### src/rtl/spi_pkg.sv
// Shared types and defaults for the SPI mode-0 responder.
// Holds the FSM state type, word width, fill word and counter sizing.
package spi_pkg;

   typedef enum logic {
      IDLE   = 1'b0,
      ACTIVE = 1'b1
   } state_t;

   localparam int SPI_WIDTH = 8;

   localparam logic [7:0] SPI_FILL = 8'h00;

   function automatic int cnt_bits(input int w);
      return (w <= 2) ? 1 : $clog2(w);
   endfunction

endpackage

### src/rtl/spi_sync.sv
// Multi-stage synchroniser for one asynchronous input bit.
// The reset value sets the idle level seen before real data arrives.
module spi_sync #(
   parameter int   STAGES  = 2,
   parameter logic RST_VAL = 1'b0
) (
   input  logic clk,
   input  logic rst,
   input  logic d,
   output logic q
);

   logic [STAGES-1:0] sr;

   // shift the pin value through the flop chain
   always_ff @(posedge clk) begin
      if (rst) sr <= {STAGES{RST_VAL}};
      else     sr <= {sr[STAGES-2:0], d};
   end

   assign q = sr[STAGES-1];

endmodule

### src/rtl/spi_responder.sv
// SPI mode-0 responder: oversampled SCLK/CS_n/MOSI, MSB-first bytes.
// Define SPI_UNDERRUN_EN to add the sticky o_TX_Underrun flag.
module spi_responder
   import spi_pkg::*;
#(
   parameter int               WIDTH       = SPI_WIDTH,
   parameter int               SYNC_STAGES = 2,
   parameter logic [WIDTH-1:0] FILL_BYTE   = WIDTH'(SPI_FILL)
) (
   input  logic             i_clk,
   input  logic             i_rst,
   input  logic             i_SPI_Clk,
   input  logic             i_SPI_CS_n,
   input  logic             i_SPI_MOSI,
   output logic             o_SPI_MISO,
   output logic             o_RX_DV,
   output logic [WIDTH-1:0] o_RX_Byte,
   input  logic             i_TX_DV,
   input  logic [WIDTH-1:0] i_TX_Byte,
   output logic             o_TX_Ready,
`ifdef SPI_UNDERRUN_EN
   output logic             o_TX_Underrun,
`endif
   output logic             o_Busy
);

   localparam int CW = cnt_bits(WIDTH);
   localparam logic [CW-1:0] LAST = CW'(WIDTH - 1);

   logic sclk_s, csn_s, mosi_s;
   logic sclk_d, csn_d;
   logic rise, fall, cs_fall;

   logic [SYNC_STAGES-1:0] primed;
   logic                   armed;

   state_t            state;
   logic [CW-1:0]     cnt;
   logic [WIDTH-2:0]  rx_shift;
   logic [WIDTH-1:0]  tx_shift;
   logic [WIDTH-1:0]  hold;
   logic              hold_full;
   logic              miso;
   logic              rx_dv;
   logic [WIDTH-1:0]  rx_byte;

   logic             accept, start, load;
   logic [WIDTH-1:0] word_in;

   spi_sync #(.STAGES(SYNC_STAGES), .RST_VAL(1'b0)) u_sclk (
      .clk (i_clk),
      .rst (i_rst),
      .d   (i_SPI_Clk),
      .q   (sclk_s)
   );

   spi_sync #(.STAGES(SYNC_STAGES), .RST_VAL(1'b1)) u_csn (
      .clk (i_clk),
      .rst (i_rst),
      .d   (i_SPI_CS_n),
      .q   (csn_s)
   );

   spi_sync #(.STAGES(SYNC_STAGES), .RST_VAL(1'b0)) u_mosi (
      .clk (i_clk),
      .rst (i_rst),
      .d   (i_SPI_MOSI),
      .q   (mosi_s)
   );

   // delayed copies for edge detection
   always_ff @(posedge i_clk) begin
      if (i_rst) begin
         sclk_d <= 1'b0;
         csn_d  <= 1'b1;
      end else begin
         sclk_d <= sclk_s;
         csn_d  <= csn_s;
      end
   end

   assign rise    = sclk_s & ~sclk_d;
   assign fall    = ~sclk_s & sclk_d;
   assign cs_fall = ~csn_s & csn_d;

   // arm frame start only after a genuine high CS_n once the syncs flush
   always_ff @(posedge i_clk) begin
      if (i_rst) begin
         primed <= '0;
         armed  <= 1'b0;
      end else begin
         primed <= {primed[SYNC_STAGES-2:0], 1'b1};
         if (primed[SYNC_STAGES-1] && csn_s) armed <= 1'b1;
      end
   end

   assign accept  = i_TX_DV & ~hold_full;
   assign start   = cs_fall & armed;
   assign word_in = hold_full ? hold : FILL_BYTE;
   assign load    = ((state == IDLE) && start) ||
                    ((state == ACTIVE) && !csn_s && rise && (cnt == LAST));

   // TX holding register: accept when empty, drained by word loads
   always_ff @(posedge i_clk) begin
      if (i_rst) begin
         hold      <= '0;
         hold_full <= 1'b0;
      end else begin
         if (accept)    hold <= i_TX_Byte;
         if (accept)    hold_full <= 1'b1;
         else if (load) hold_full <= 1'b0;
      end
   end

`ifdef SPI_UNDERRUN_EN
   logic underrun;

   // sticky underrun: set on a fill load, cleared by the next accept
   always_ff @(posedge i_clk) begin
      if (i_rst)                   underrun <= 1'b0;
      else if (load && !hold_full) underrun <= 1'b1;
      else if (accept)             underrun <= 1'b0;
   end

   assign o_TX_Underrun = underrun;
`endif

   // frame FSM with bit counter, shift registers and registered outputs
   always_ff @(posedge i_clk) begin
      if (i_rst) begin
         state    <= IDLE;
         cnt      <= '0;
         rx_shift <= '0;
         tx_shift <= '0;
         miso     <= 1'b0;
         rx_dv    <= 1'b0;
         rx_byte  <= '0;
      end else begin
         rx_dv <= 1'b0;
         unique case (state)
            IDLE: begin
               miso <= 1'b0;
               cnt  <= '0;
               if (start) begin
                  state    <= ACTIVE;
                  tx_shift <= word_in;
                  miso     <= word_in[WIDTH-1];
               end
            end
            ACTIVE: begin
               if (csn_s) begin
                  state    <= IDLE;
                  cnt      <= '0;
                  miso     <= 1'b0;
                  rx_shift <= '0;
               end else if (rise) begin
                  rx_shift <= {rx_shift[WIDTH-3:0], mosi_s};
                  if (cnt == LAST) begin
                     cnt      <= '0;
                     rx_byte  <= {rx_shift, mosi_s};
                     rx_dv    <= 1'b1;
                     tx_shift <= word_in;
                     miso     <= word_in[WIDTH-1];
                  end else begin
                     cnt <= cnt + 1'b1;
                  end
               end else if (fall && (cnt != '0)) begin
                  tx_shift <= tx_shift << 1;
                  miso     <= tx_shift[WIDTH-2];
               end
            end
         endcase
      end
   end

   assign o_SPI_MISO = miso;
   assign o_RX_DV    = rx_dv;
   assign o_RX_Byte  = rx_byte;
   assign o_TX_Ready = ~hold_full;
   assign o_Busy     = (state == ACTIVE);

endmodule

### config.mk
export PLATFORM = sky130hd
export DESIGN_NAME = spi_responder
export DESIGN_NICKNAME = d
export VERILOG_FILES = /design/src/rtl/spi_pkg.sv /design/src/rtl/spi_sync.sv /design/src/rtl/spi_responder.sv
export SDC_FILE = /design/constraint.sdc
export NUM_CORES = 1
export LEC_CHECK = 0
export ABC_AREA = 1
export BUFFER_PORTS_ARGS = -buffer_cell sky130_fd_sc_hd__clkbuf_2
export CORE_ASPECT_RATIO = 1.5
export CORE_UTILIZATION = 25
export DETAILED_ROUTE_END_ITERATION = 7
export GPL_ROUTABILITY_DRIVEN = 0
export SYNTH_ARGS = -nofsm -noshare
export SYNTH_HDL_FRONTEND = slang
export SYNTH_SLANG_ARGS = --single-unit
### constraint.sdc
create_clock -name i_clk -period 1.49 [get_ports i_clk]
set_input_delay 0.298 -clock i_clk [delete_from_list [all_inputs] [get_ports i_clk]]
set_output_delay 0.298 -clock i_clk [all_outputs]
set_load 0.05 [all_outputs]
-- Word-level counts from Yosys, hierarchy flattened
Index checks and enable logic that the tools add are counted.
- logic and storage cells: 79
- input bits: 14
- register bits after elaboration: 48
- output and inout port bits: 12
- equality and inequality tests: 8
- mux-type cells: 26
- bitwise logic cells: 11
- add/sub/neg operators: 1
- reduce and logical (&&, ||, !) cells: 16
- operators with widths (cell ; count):
    $mux 7 ; 7
    $pmux 7 s2 ; 1
    $mux 1 ; 11
    $mux 3 ; 3
    $ne 3x2->1 const B ; 3
    $mux 8 ; 1
    $ne 4x2->1 const B ; 2
    $reduce_and 4->1 ; 2
    $logic_and 1x1->1 ; 6
    $not 1->1 ; 6
    $pmux 3 s2 ; 1
    $and 1x1->1 ; 5
    $ne 2x2->1 const B ; 2
    $pmux 1 s2 ; 2
    $reduce_and 2->1 ; 2
    $reduce_bool 2->1 ; 2
    $reduce_or 4->1 ; 1
    $add 3x1->3 const B ; 1
    $eq 3x3->1 const B ; 1
    $reduce_bool 3->1 ; 1
    $logic_not 1->1 ; 1
    $logic_or 1x1->1 ; 1

-- Longest topological paths before layout
Gate-level depths: netlist (run 1).
- depth after elaboration: 7
- mapped depth: 9
- depth with buffers taken out: 9

-- Modules after synthesis
A second synthesis (run 1) with hierarchy kept.
- cells, all modules: 265
- area, all modules: 1998.2 sq um
- by module, submodules not included (module ; area an instance (sq um) ; cells each ; seq. area each (sq um) ; times used):
    spi_responder ; 1829.3 ; 246 ; 840.8 ; 1
    spi_sync at u_mosi ... ; 55.1 ; 6 ; 40.0 ; 2
    spi_sync at u_csn ; 58.8 ; 7 ; 40.0 ; 1

-- Worst setup path after synthesis (run 1)
No wires, ideal clock.
- path type: register to register
- from: register state (netlist: o_Busy)
- to: register hold_full
- required time: 1.360 ns
- buffers on the path: 1
- data arrival time: 1.412 ns
- setup time: 0.130 ns
- setup slack: -0.053 ns
- clock period less this slack: 1.543 ns
- cell stages (with the launch flop): 9
- path through: dfxtp_1 > buf_4 > inv_1 > nor2_1 > nand2_1 > inv_2 > nand2_1 > nand3_1 > a21oi_1
- word-level cells in the longest chain between the ends: 5
- elaborated cells on any way between the ends: 7
- those cells by class: 1 x bitwise; 6 x reduce/logical
- RTL lines (item ; RTL line ; source):
    from (decl) ; spi_responder.sv:37 ; state_t state;
    from (signal assigned) ; spi_responder.sv:131 ; state <= IDLE;
    from (signal assigned) ; spi_responder.sv:145 ; state <= ACTIVE;
    from (signal assigned) ; spi_responder.sv:152 ; state <= IDLE;
    $logic_and 1x1->1 (3 in series) ; spi_responder.sv:101 ; ((state == ACTIVE) && !csn_s && rise && (cnt == LAST));
    $logic_or 1x1->1 (*) ; spi_responder.sv:100 ; assign load = ((state == IDLE) && start) ||
    $reduce_bool 2->1 (no line) (*) ; -- ;
    to (signal assigned) ; spi_responder.sv:107 ; hold_full <= 1'b0;
    to (signal assigned) ; spi_responder.sv:110 ; if (accept) hold_full <= 1'b1;
    to (signal assigned) ; spi_responder.sv:111 ; else if (load) hold_full <= 1'b0;
    to (decl) ; spi_responder.sv:42 ; logic hold_full;
Every way passes the cells marked *; elsewhere a longest branch is shown, timed or not.
A chain may end at the register's enable or synchronous reset.

-- Worst setup path after layout (run 1)
- from: register cnt[1]
- to: register rx_byte[2] (netlist: o_RX_Byte[2])
- word-level cells in the longest chain between the ends: 2
- RTL lines (item ; RTL line ; source):
    from (decl) ; spi_responder.sv:38 ; logic [CW-1:0] cnt;
    from (signal assigned) ; spi_responder.sv:165 ; cnt <= cnt + 1'b1;
    $eq 3x3->1 ; spi_responder.sv:158 ; if (cnt == LAST) begin
    $reduce_and 4->1 (no line) ; -- ;
    to (signal assigned) ; spi_responder.sv:160 ; rx_byte <= {rx_shift, mosi_s};
    to (decl) ; spi_responder.sv:45 ; logic [WIDTH-1:0] rx_byte;
Every way passes these cells.

==> flow_metrics.py, run 1 <==
metrics = {
    "outcome": {
        "run_status": "finished clean",
    },
    "global_route": {
        "grt_pass1_wl_um": 6900,
        "grt_use_total_pct": 11.1,
        "grt_max_degree": 23,
        "grt_pass1_vias": 1591,
        "antenna_found_initial": 0,
        "grt-ovfl-total": 0,
    },
    "clock_tree": {
        "clock_path_buffers": 2,
        "root_buffer": "clkbuf_8",
        "clk_latency_ps": 300,
        "ctsHoldBuffers": 0,
        "numCtsBuffers": 5,
        "cts_max_level": 2,
        "clock_sinks": 48,
        "clkTransAtPathRegs_ps": 90,
        "cts_tree": "yes",
    },
    "layout": {
        "regArea_um2": 967,
        "syn2layout_area_growth_pct": 22.3,
        "utilization_pct": 32.0,
        "nets": 304,
        "fin_cells": 387,
        "antennaDiodeCount": 0,
        "fin_area_um2": 2360,
        "n_fill_cell": 797,
        "drive_gt1_share_pct": 20.6,
        "multi_input_area_um2": 885,
    },
    "placement": {
        "post-place-ws_ps": 25.2,
        "portBuffers": 25,
        "dpl.hpwl_um": 2870,
        "placedCellCount": 378,
        "dpl_cell_area_um2": 2200,
    },
    "logic_synthesis": {
        "synth.area.top_cells": "dfxtp_1, nand2_1, nor2_1",
        "syn-instance-count": 255,
        "syn_area_per_cell_um2": 7.56,
        "synth_top_area_share_pct": 49.8,
        "yosysWarnings": 0,
        "ys_ff_latch": 48,
        "synthArstFlopShare_pct": 0,
        "yosysUniqueCellTypes": 22,
        "synth_area_um2": 1930,
        "syn_nets": 273,
        "synth_ff_type": "dfxtp_1",
        "post-synth-top-count-cell": "nand2_1",
        "ys_top_cells_by_count": "nand2_1, dfxtp_1, nor2_1",
        "synth_largest_area_cell": "dfxtp_1",
        "ys_seq_area_share_pct": 49.8,
        "synth_edf_count": 0,
    },
    "detailed_routing": {
        "vias_per_cell": 4.24,
        "drt-wirelength-per-cell_um": 10.3,
        "drc_errors": 0,
        "vias": 1641,
        "drtIter0Drc": 31,
        "wirelength_um": 3980,
        "ant_nets": 0,
        "first_pass_iters": 4,
    },
    "floorplan": {
        "die_x_um": 73.7,
        "fp.dieH_um": 110,
        "initial_utilization_pct": 26.2,
        "die_area_um2": 8070,
        "fp-row-count": 38,
        "io_pins": 26,
        "core_area_um2": 7370,
    },
    "timing": {
        "rsz0062_at_grt": "false",
        "tightestPinTransition_ps": 313,
        "slew_viol_final": 0,
        "setup_violations": 0,
        "holdWs_ps": 177,
        "setup_ws_ps": 110,
        "clock-skew-final_ps": 9.46,
        "fmax_mhz": 725,
        "fin_crit_sh_pct": 92.6,
        "relSlewSlack_pct": 79.1,
        "finalSetupTns_ps": 0,
        "min_period_ps": 1380,
        "finalHoldViolCount": 0,
    },
    "critical_path": {
        "arrival_ps": 1620,
        "worstSetupPathType": "reg -> reg",
        "start_kind": "register",
        "required_ps": 1730,
        "end_kind": "register",
        "critPathMaxFanout": 8,
    },
    "pwr": {
        "finalPower_mw": 2.42,
        "power.leakage_nw": 0.976,
        "cellPowerDensity_nw_per_um2": 1030,
        "ir_worst_vdd_mv": 0.496,
    },
    "min_path": {
        "worstHoldPathType": "in -> reg",
    },
    "job": {
        "max_cap_viol_count": 0,
    },
}
-- final cells by class --
type | instances | area share [%]
flip-flops and latches | 48 | 41.0
multi-input cells | 179 | 37.5
repair buffers | 34 | 8.70
well taps | 100 | 5.31
clock buffers | 6 | 3.08
inverters | 18 | 2.87
clock inverters | 2 | 1.49
-- critical path, stage by stage (launching register included) --
cell and delay [ps]:
dfxtp_4 370, ha_4 140, ha_4 130, nand3_4 90, buf_12 150, nor2_4 200
nand2_1 90, a21oi_1 140
-- metal layers --
layer,vias up,GRT usage [%],part of all wire [%]
li1,874,-,-
met2,23,20.2,51
met4,0,5.77,2.4
met3,6,1.92,2.5
met1,738,12.2,45
met5,-,0,0
-- flip-flops by register name (all words and copies together), names as in the netlist, 2 cells and up --
register / flops
tx_shift: 7
hold: 8
primed: 2
rx_shift: 7
u_csn.sr: 2
u_sclk.sr: 2
o_RX_Byte: 8
u_mosi.sr: 2
cnt: 3
-- power by group --
| group | switching (mW) | internal, mW | total (mW) | leakage (nW) |
|---|---|---|---|---|
| clock | 0.432 | 0.498 | 0.930 | 0.0552 |
| sequential | 0.0228 | 1.32 | 1.34 | 0.393 |
| combinational | 0.0893 | 0.0589 | 0.148 | 0.528 |
| total | 0.544 | 1.88 | 2.42 | 0.976 |
-- worst paths after layout --
check,startpoint,end,slack [ps],depth (start not counted)
worst min-delay path,i_SPI_MOSI,u_mosi.sr[0],180,3
worst max register to register,cnt[1],o_RX_Byte[2],110,7
worst min register to register,u_sclk.sr[0],u_sclk.sr[1],400,2
worst max-delay path,cnt[1],o_RX_Byte[2],110,7
-- cells by family (layout without fill, tap and decap cells) --
logic type | Yosys count | after routing | share of synthesized area (%)
AO/OA/AOI/OAI | 46 | 46 | 11.9
adder cells (fa/ha/maj) | 4 | 4 | 2.60
flip-flops | 48 | 48 | 49.8
AND/OR/NAND/NOR | 129 | 129 | 29.2
buffers and inverters | 28 | 60 | 6.42
-- layout by cell type (no fill, tap or decap) --
| master | count |
|---|---|
| nand2_1 | 63 |
| dfxtp_1 | 45 |
| nor2_1 | 38 |
| a21oi_1 | 27 |
| clkbuf_2 | 25 |
| inv_1 | 15 |
| o21ai_0 | 15 |
| nand3_1 | 11 |
| buf_4 | 8 |
| nand3b_1 | 7 |
| clkbuf_8 | 5 |
| inv_2 | 3 |
| o21ai_1 | 3 |
| nand2_2 | 3 |
| nand3_4 | 2 |
| or2_2 | 2 |
| ha_1 | 2 |
| ha_4 | 2 |
| dfxtp_2 | 2 |
| nor2_2 | 1 |
| nor3_1 | 1 |
| nor2_4 | 1 |
| a21oi_2 | 1 |
| clkinv_2 | 1 |
| clkbuf_1 | 1 |
| bufinv_16 | 1 |
| dfxtp_4 | 1 |
| buf_12 | 1 |
-- what timing repair did --
action	4_1_cts	5_1_grt
gates resized for setup	0	13
setup endpoints to repair	0	15
setup buffers	0	1
No activity file was read; power rests on OpenSTA's default activity.
==> inputs of run 2 (changes only) <==
- BUFFER_PORTS_ARGS: -buffer_cell sky130_fd_sc_hd__clkbuf_2 -> -buffer_cell sky130_fd_sc_hd__buf_2
==> flow_metrics.py, run 2 (synthesis results as in run 1) <==
metrics = {
    "floorplan": {
        "core_area_um2": 7370,
        "die_x_um": 73.7,
        "die_area_um2": 8070,
        "fp.dieH_um": 110,
        "io_pins": 26,
        "fp-row-count": 38,
        "initial_utilization_pct": 26.2,
    },
    "min_path": {
        "min-delay-start": "i_SPI_CS_n",
        "hold_depth": 2,
        "worstHoldPathType": "in -> reg",
        "hold_end": "u_csn.sr[0]",
    },
    "critical_path": {
        "required_ps": 1720,
        "start_kind": "register",
        "arrival_ps": 1610,
        "r2r_start": "cnt[0]",
        "r2r_slack_ps": 110,
        "end_kind": "register",
        "worst_r2r_endpoint": "o_RX_Byte[2]",
        "critPathMaxFanout": 9,
        "rr_worst_depth": 7,
        "worstSetupPathType": "reg -> reg",
    },
    "clock_tree": {
        "clk_latency_ps": 300,
        "root_buffer": "clkbuf_8",
        "cts_max_level": 2,
        "clkTransAtPathRegs_ps": 80,
        "ctsHoldBuffers": 0,
        "post_cts_buffers": 0,
        "numCtsBuffers": 5,
        "clock_sinks": 48,
        "clock_path_buffers": 2,
        "cts_tree": "yes",
    },
    "timing": {
        "slew_viol_final": 0,
        "tightestPinTransition_ps": 456,
        "finalHoldViolCount": 0,
        "fmax_mhz": 723,
        "setup_violations": 0,
        "relSlewSlack_pct": 69.6,
        "clock-skew-final_ps": 8.70,
        "min_period_ps": 1380,
        "fin_crit_sh_pct": 92.8,
    },
    "layout": {
        "drive_gt1_share_pct": 20.0,
        "fin_cells": 385,
        "syn2layout_area_growth_pct": 21.0,
        "layout_common_cells": "nand2_1, dfxtp_1, nor2_1",
        "utilization_pct": 31.6,
        "final_common_cell": "nand2_1",
        "nets": 303,
        "antennaDiodeCount": 0,
    },
    "global_route": {
        "grt-ovfl-total": 0,
        "grt_max_degree": 29,
        "grt_pass1_vias": 1529,
        "grt_use_total_pct": 10.7,
        "grt_pass1_wl_um": 6490,
        "antenna_found_initial": 0,
    },
    "placement": {
        "portBuffers": 25,
        "dpl.hpwl_um": 2880,
        "placedCellCount": 378,
    },
    "pwr": {
        "cellPowerDensity_nw_per_um2": 992,
        "ir_worst_vdd_mv": 0.670,
        "power.leakage_nw": 0.972,
    },
    "detailed_routing": {
        "drc_errors": 0,
        "vias": 1660,
        "first_pass_iters": 4,
        "drt-wirelength-per-cell_um": 10.5,
        "vias_per_cell": 4.31,
        "ant_nets": 0,
        "drtIter0Drc": 60,
        "wirelength_um": 4040,
    },
    "job": {
        "max_cap_viol_count": 0,
    },
    "outcome": {
        "run_status": "finished clean",
    },
}
-- run 2: cell types whose count changed in the layout (fill, tap and decap cells not counted), sizes merged --
cell | before | now
buf | 9 | 33
clkbuf | 31 | 7
clkinv | 1 | 0
bufinv | 1 | 0
-- run 2: area by class of cell --
cell class              instances  area (um2)
fillers                       806        5040
flip-flops and latches         48         966
well taps                     100         125
clock buffers                   7        96.3
multi-input cells             179         880
repair buffers                 33         198
inverters                      18        67.6
-- run 2: where the power goes --
part	total [mW]	internal, mW	switching, mW
Clock	0.822	0.414	0.409
Sequential	1.35	1.32	0.0247
Combinational	0.146	0.0578	0.0881
-- run 2: critical path, stage by stage, from the launching register on --
cell	delay, ps
dfxtp_2	360
ha_4	150
ha_4	130
nand3_4	100
buf_12	160
nor2_4	200
nand2_1	80
a21oi_1	140
-- run 2: worst max path at each step --
stage	to	startpoint	slack [ps]	cells after the start
floorplan	hold[0]	hold_full	100	6
detailed placement	tx_shift[4]	cnt[0]	20	7
finish	o_RX_Byte[2]	cnt[0]	110	7
global route	o_RX_Byte[2]	cnt[0]	-4	7
CTS	tx_shift[4]	cnt[0]	10	7
global placement	tx_shift[6]	cnt[0]	70	6
-- run 2: stage by stage --
| step | TNS [ps] | total power, mW | cell area (um2) | setup WS (ps) | hold slack, ps |
|---|---|---|---|---|---|
| 6_report | 0 | 2.31 | 2330 | 107 | 183 |
| 5_1_grt | -4.63 | 2.43 | 2330 | -3.76 | 168 |
| 3_5_place_dp | 0 | 1.52 | 2200 | 22.0 | 396 |
| 4_1_cts | 0 | 2.35 | 2290 | 12.7 | 166 |
| 3_3_place_gp | 0 | 1.52 | 2200 | 71.4 | 389 |
| 2_1_floorplan | 0 | 1.47 | 1930 | 97.5 | 388 |
-- run 2: repair_timing --
action,4_1_cts,5_1_grt
endpoints found under the hold margin,0,0
endpoints found under the setup margin,0,16
resized for setup,0,10
-- run 2: layer usage --
metal,wire [um],track usage [%],up-vias
li1,-,-,871
met1,1680,10.8,760
met2,2130,19.3,20
met3,94,2.57,9
met4,133,6.73,0
met5,0,0,-
==> inputs of run 3 (changes only) <==
- SYNTH_HIERARCHICAL: not set -> 1
==> flow_metrics.py, run 3 <==
metrics = {
    "clock_tree": {
        "root_buffer": "clkbuf_16",
        "clkTransAtPathRegs_ps": 60,
        "clock_path_buffers": 2,
        "post_cts_buffers": 0,
        "cts_max_level": 2,
        "cts_tree": "yes",
        "clk_latency_ps": 290,
        "clock_sinks": 48,
        "numCtsBuffers": 5,
        "ctsHoldBuffers": 0,
    },
    "floorplan": {
        "initial_utilization_pct": 26.1,
        "fp.dieH_um": 111,
        "fp-row-count": 39,
        "die_area_um2": 8360,
        "io_pins": 26,
        "die_x_um": 75.0,
        "core_area_um2": 7660,
    },
    "timing": {
        "finalSetupTns_ps": 0,
        "setup_violations": 0,
        "fmax_mhz": 722,
        "relSlewSlack_pct": 80.8,
        "holdWs_ps": 186,
        "slew_viol_final": 0,
        "finalHoldViolCount": 0,
        "tightestPinTransition_ps": 288,
        "rsz0062_at_grt": "false",
        "fin_crit_sh_pct": 92.9,
        "clock-skew-final_ps": 4.26,
        "min_period_ps": 1380,
    },
    "logic_synthesis": {
        "synth_top_family_by_area": "simple AND/OR/NAND/NOR gates",
        "synth_compound_area_share_pct": 11.9,
        "post-synth-top-count-cell": "dfxtp_1",
        "synth_largest_area_cell": "dfxtp_1",
        "yosys.area_share.simple_pct": 26.0,
        "syn_nets": 282,
        "synth.area.top_cells": "dfxtp_1, inv_1, nor2_1",
        "yosysWarnings": 6,
        "synth_area_um2": 2000,
        "synthArstFlopShare_pct": 0,
        "synthMuxAreaShare_pct": 0,
        "ys_top_cells_by_count": "dfxtp_1, inv_1, nor2_1",
        "synthAdderAreaFrac_pct": 1.88,
        "synth_ff_type": "dfxtp_1",
        "synth_top_area_share_pct": 48.1,
        "synth_xor_area_share_pct": 0,
        "synth_edf_count": 0,
        "syn_area_per_cell_um2": 7.54,
        "yosysUniqueCellTypes": 27,
        "ys_seq_area_share_pct": 48.1,
        "ys_ff_latch": 48,
        "syn-instance-count": 265,
    },
    "global_route": {
        "grt_pass1_wl_um": 7110,
        "grt_pass1_vias": 1625,
        "grt_use_total_pct": 11.0,
        "antenna_found_initial": 0,
        "grt-ovfl-total": 0,
        "grt_max_degree": 28,
    },
    "min_path": {
        "hold_depth": 3,
        "worstHoldPathType": "in -> reg",
        "hold_end": "u_csn/sr[0]",
        "min-delay-start": "i_SPI_CS_n",
    },
    "critical_path": {
        "arrival_ps": 1570,
        "worst_r2r_endpoint": "o_SPI_MISO",
        "cp_num_buf_inv": 1,
        "crit_path_frequent_cell": "nand2_1",
        "critPathMaxFanout": 3,
        "crit_chain": "ha_1, ha_1, inv_1, nand3_1, nand2_1, nand2_1, nand2_1, nor2_1",
        "critPathTopFamily": "adder cells",
        "max_stage_delay_ps": 320,
        "worstSetupPathType": "reg -> reg",
        "startpoint": "cnt[0]",
        "end_kind": "register",
        "start_kind": "register",
        "r2r_slack_ps": 110,
        "required_ps": 1670,
        "rr_worst_depth": 8,
        "cp_slowest_cell": "dfxtp_1",
        "r2r_start": "cnt[0]",
    },
    "detailed_routing": {
        "drc_errors": 0,
        "ant_nets": 0,
        "drtIter0Drc": 31,
        "vias_per_cell": 4.09,
        "wirelength_um": 3990,
        "drt-wirelength-per-cell_um": 10.0,
        "vias": 1632,
        "first_pass_iters": 4,
    },
    "placement": {
        "portBuffers": 25,
        "dpl_cell_area_um2": 2250,
        "dpl.hpwl_um": 2910,
        "placedCellCount": 391,
    },
    "layout": {
        "drive_gt1_share_pct": 20.5,
        "antennaDiodeCount": 0,
        "fin_area_um2": 2410,
        "fin_cells": 399,
        "nets": 313,
        "layout_common_cells": "inv_1, nor2_1, dfxtp_1",
        "syn2layout_area_growth_pct": 20.5,
    },
    "pwr": {
        "power.leakage_nw": 1.21,
        "cellPowerDensity_nw_per_um2": 1090,
        "finalPower_mw": 2.63,
        "ir_worst_vdd_mv": 0.703,
    },
    "job": {
        "max_cap_viol_count": 0,
    },
    "outcome": {
        "run_status": "finished clean",
    },
}
-- run 3: how the worst max path moves through the flow --
stage / to / slack, ps / cells after the start
finish: o_SPI_MISO / 110 / 8
global route: o_SPI_MISO / 4 / 8
CTS: o_SPI_MISO / 90 / 8
detailed placement: o_SPI_MISO / 110 / 8
global placement: hold_full / 140 / 7
floorplan: hold[0] / 140 / 6
-- run 3: through the flow --
step	util, %	worst slack [ps]
after floorplan	-	139
after global placement	29.4	144
after detailed placement	29.4	111
after CTS	31.3	94.0
after global routing	31.4	4.18
final	31.4	106
-- run 3: area by class of cell --
| cell class | instances | area, um2 |
|---|---|---|
| timing repair buffer | 31 | 170 |
| fill | 848 | 5250 |
| multi-input combinational | 158 | 802 |
| sequential | 48 | 962 |
| tap | 102 | 128 |
| inverter | 52 | 195 |
| clock buffer | 7 | 143 |
| clock inverter | 1 | 7.51 |
-- run 3: timing repair --
item,in CTS,in global routing
endpoints found under the setup margin,0,4
endpoints found under the hold margin,0,0
gates resized for setup,0,1
-- run 3: cell families (layout without fill, tap and decap cells) --
kind of cell	after synthesis	in the layout
AND/OR/NAND/NOR	115	115
buffers and inverters	59	91
flip-flops	48	48
AO/OA/AOI/OAI	40	40
adder cells (fa/ha/maj)	3	3
-- run 3: worst register-to-register path: cells and delay by family, from the launching register on --
kind / cells / cell delay [ps]
adders and majority gates: 2 / 400
and+or+nand+nor: 5 / 390
DFF: 1 / 320
buffers and inverters: 1 / 180
-- run 3: where the power goes --
part	leakage [nW]	internal, mW	total, mW	switching (mW)
logic	0.746	0.0591	0.160	0.101
registers	0.392	1.32	1.34	0.0209
clock network	0.0701	0.668	1.13	0.461
total	1.21	2.05	2.63	0.583
-- run 3: per-layer routing --
layer	track usage (%)	wire [um]	up-vias
li1	-	-	868
met1	12.9	1770	727
met2	18.1	1940	29
met3	2.81	188	8
met4	5.28	89	0
met5	0	0	-
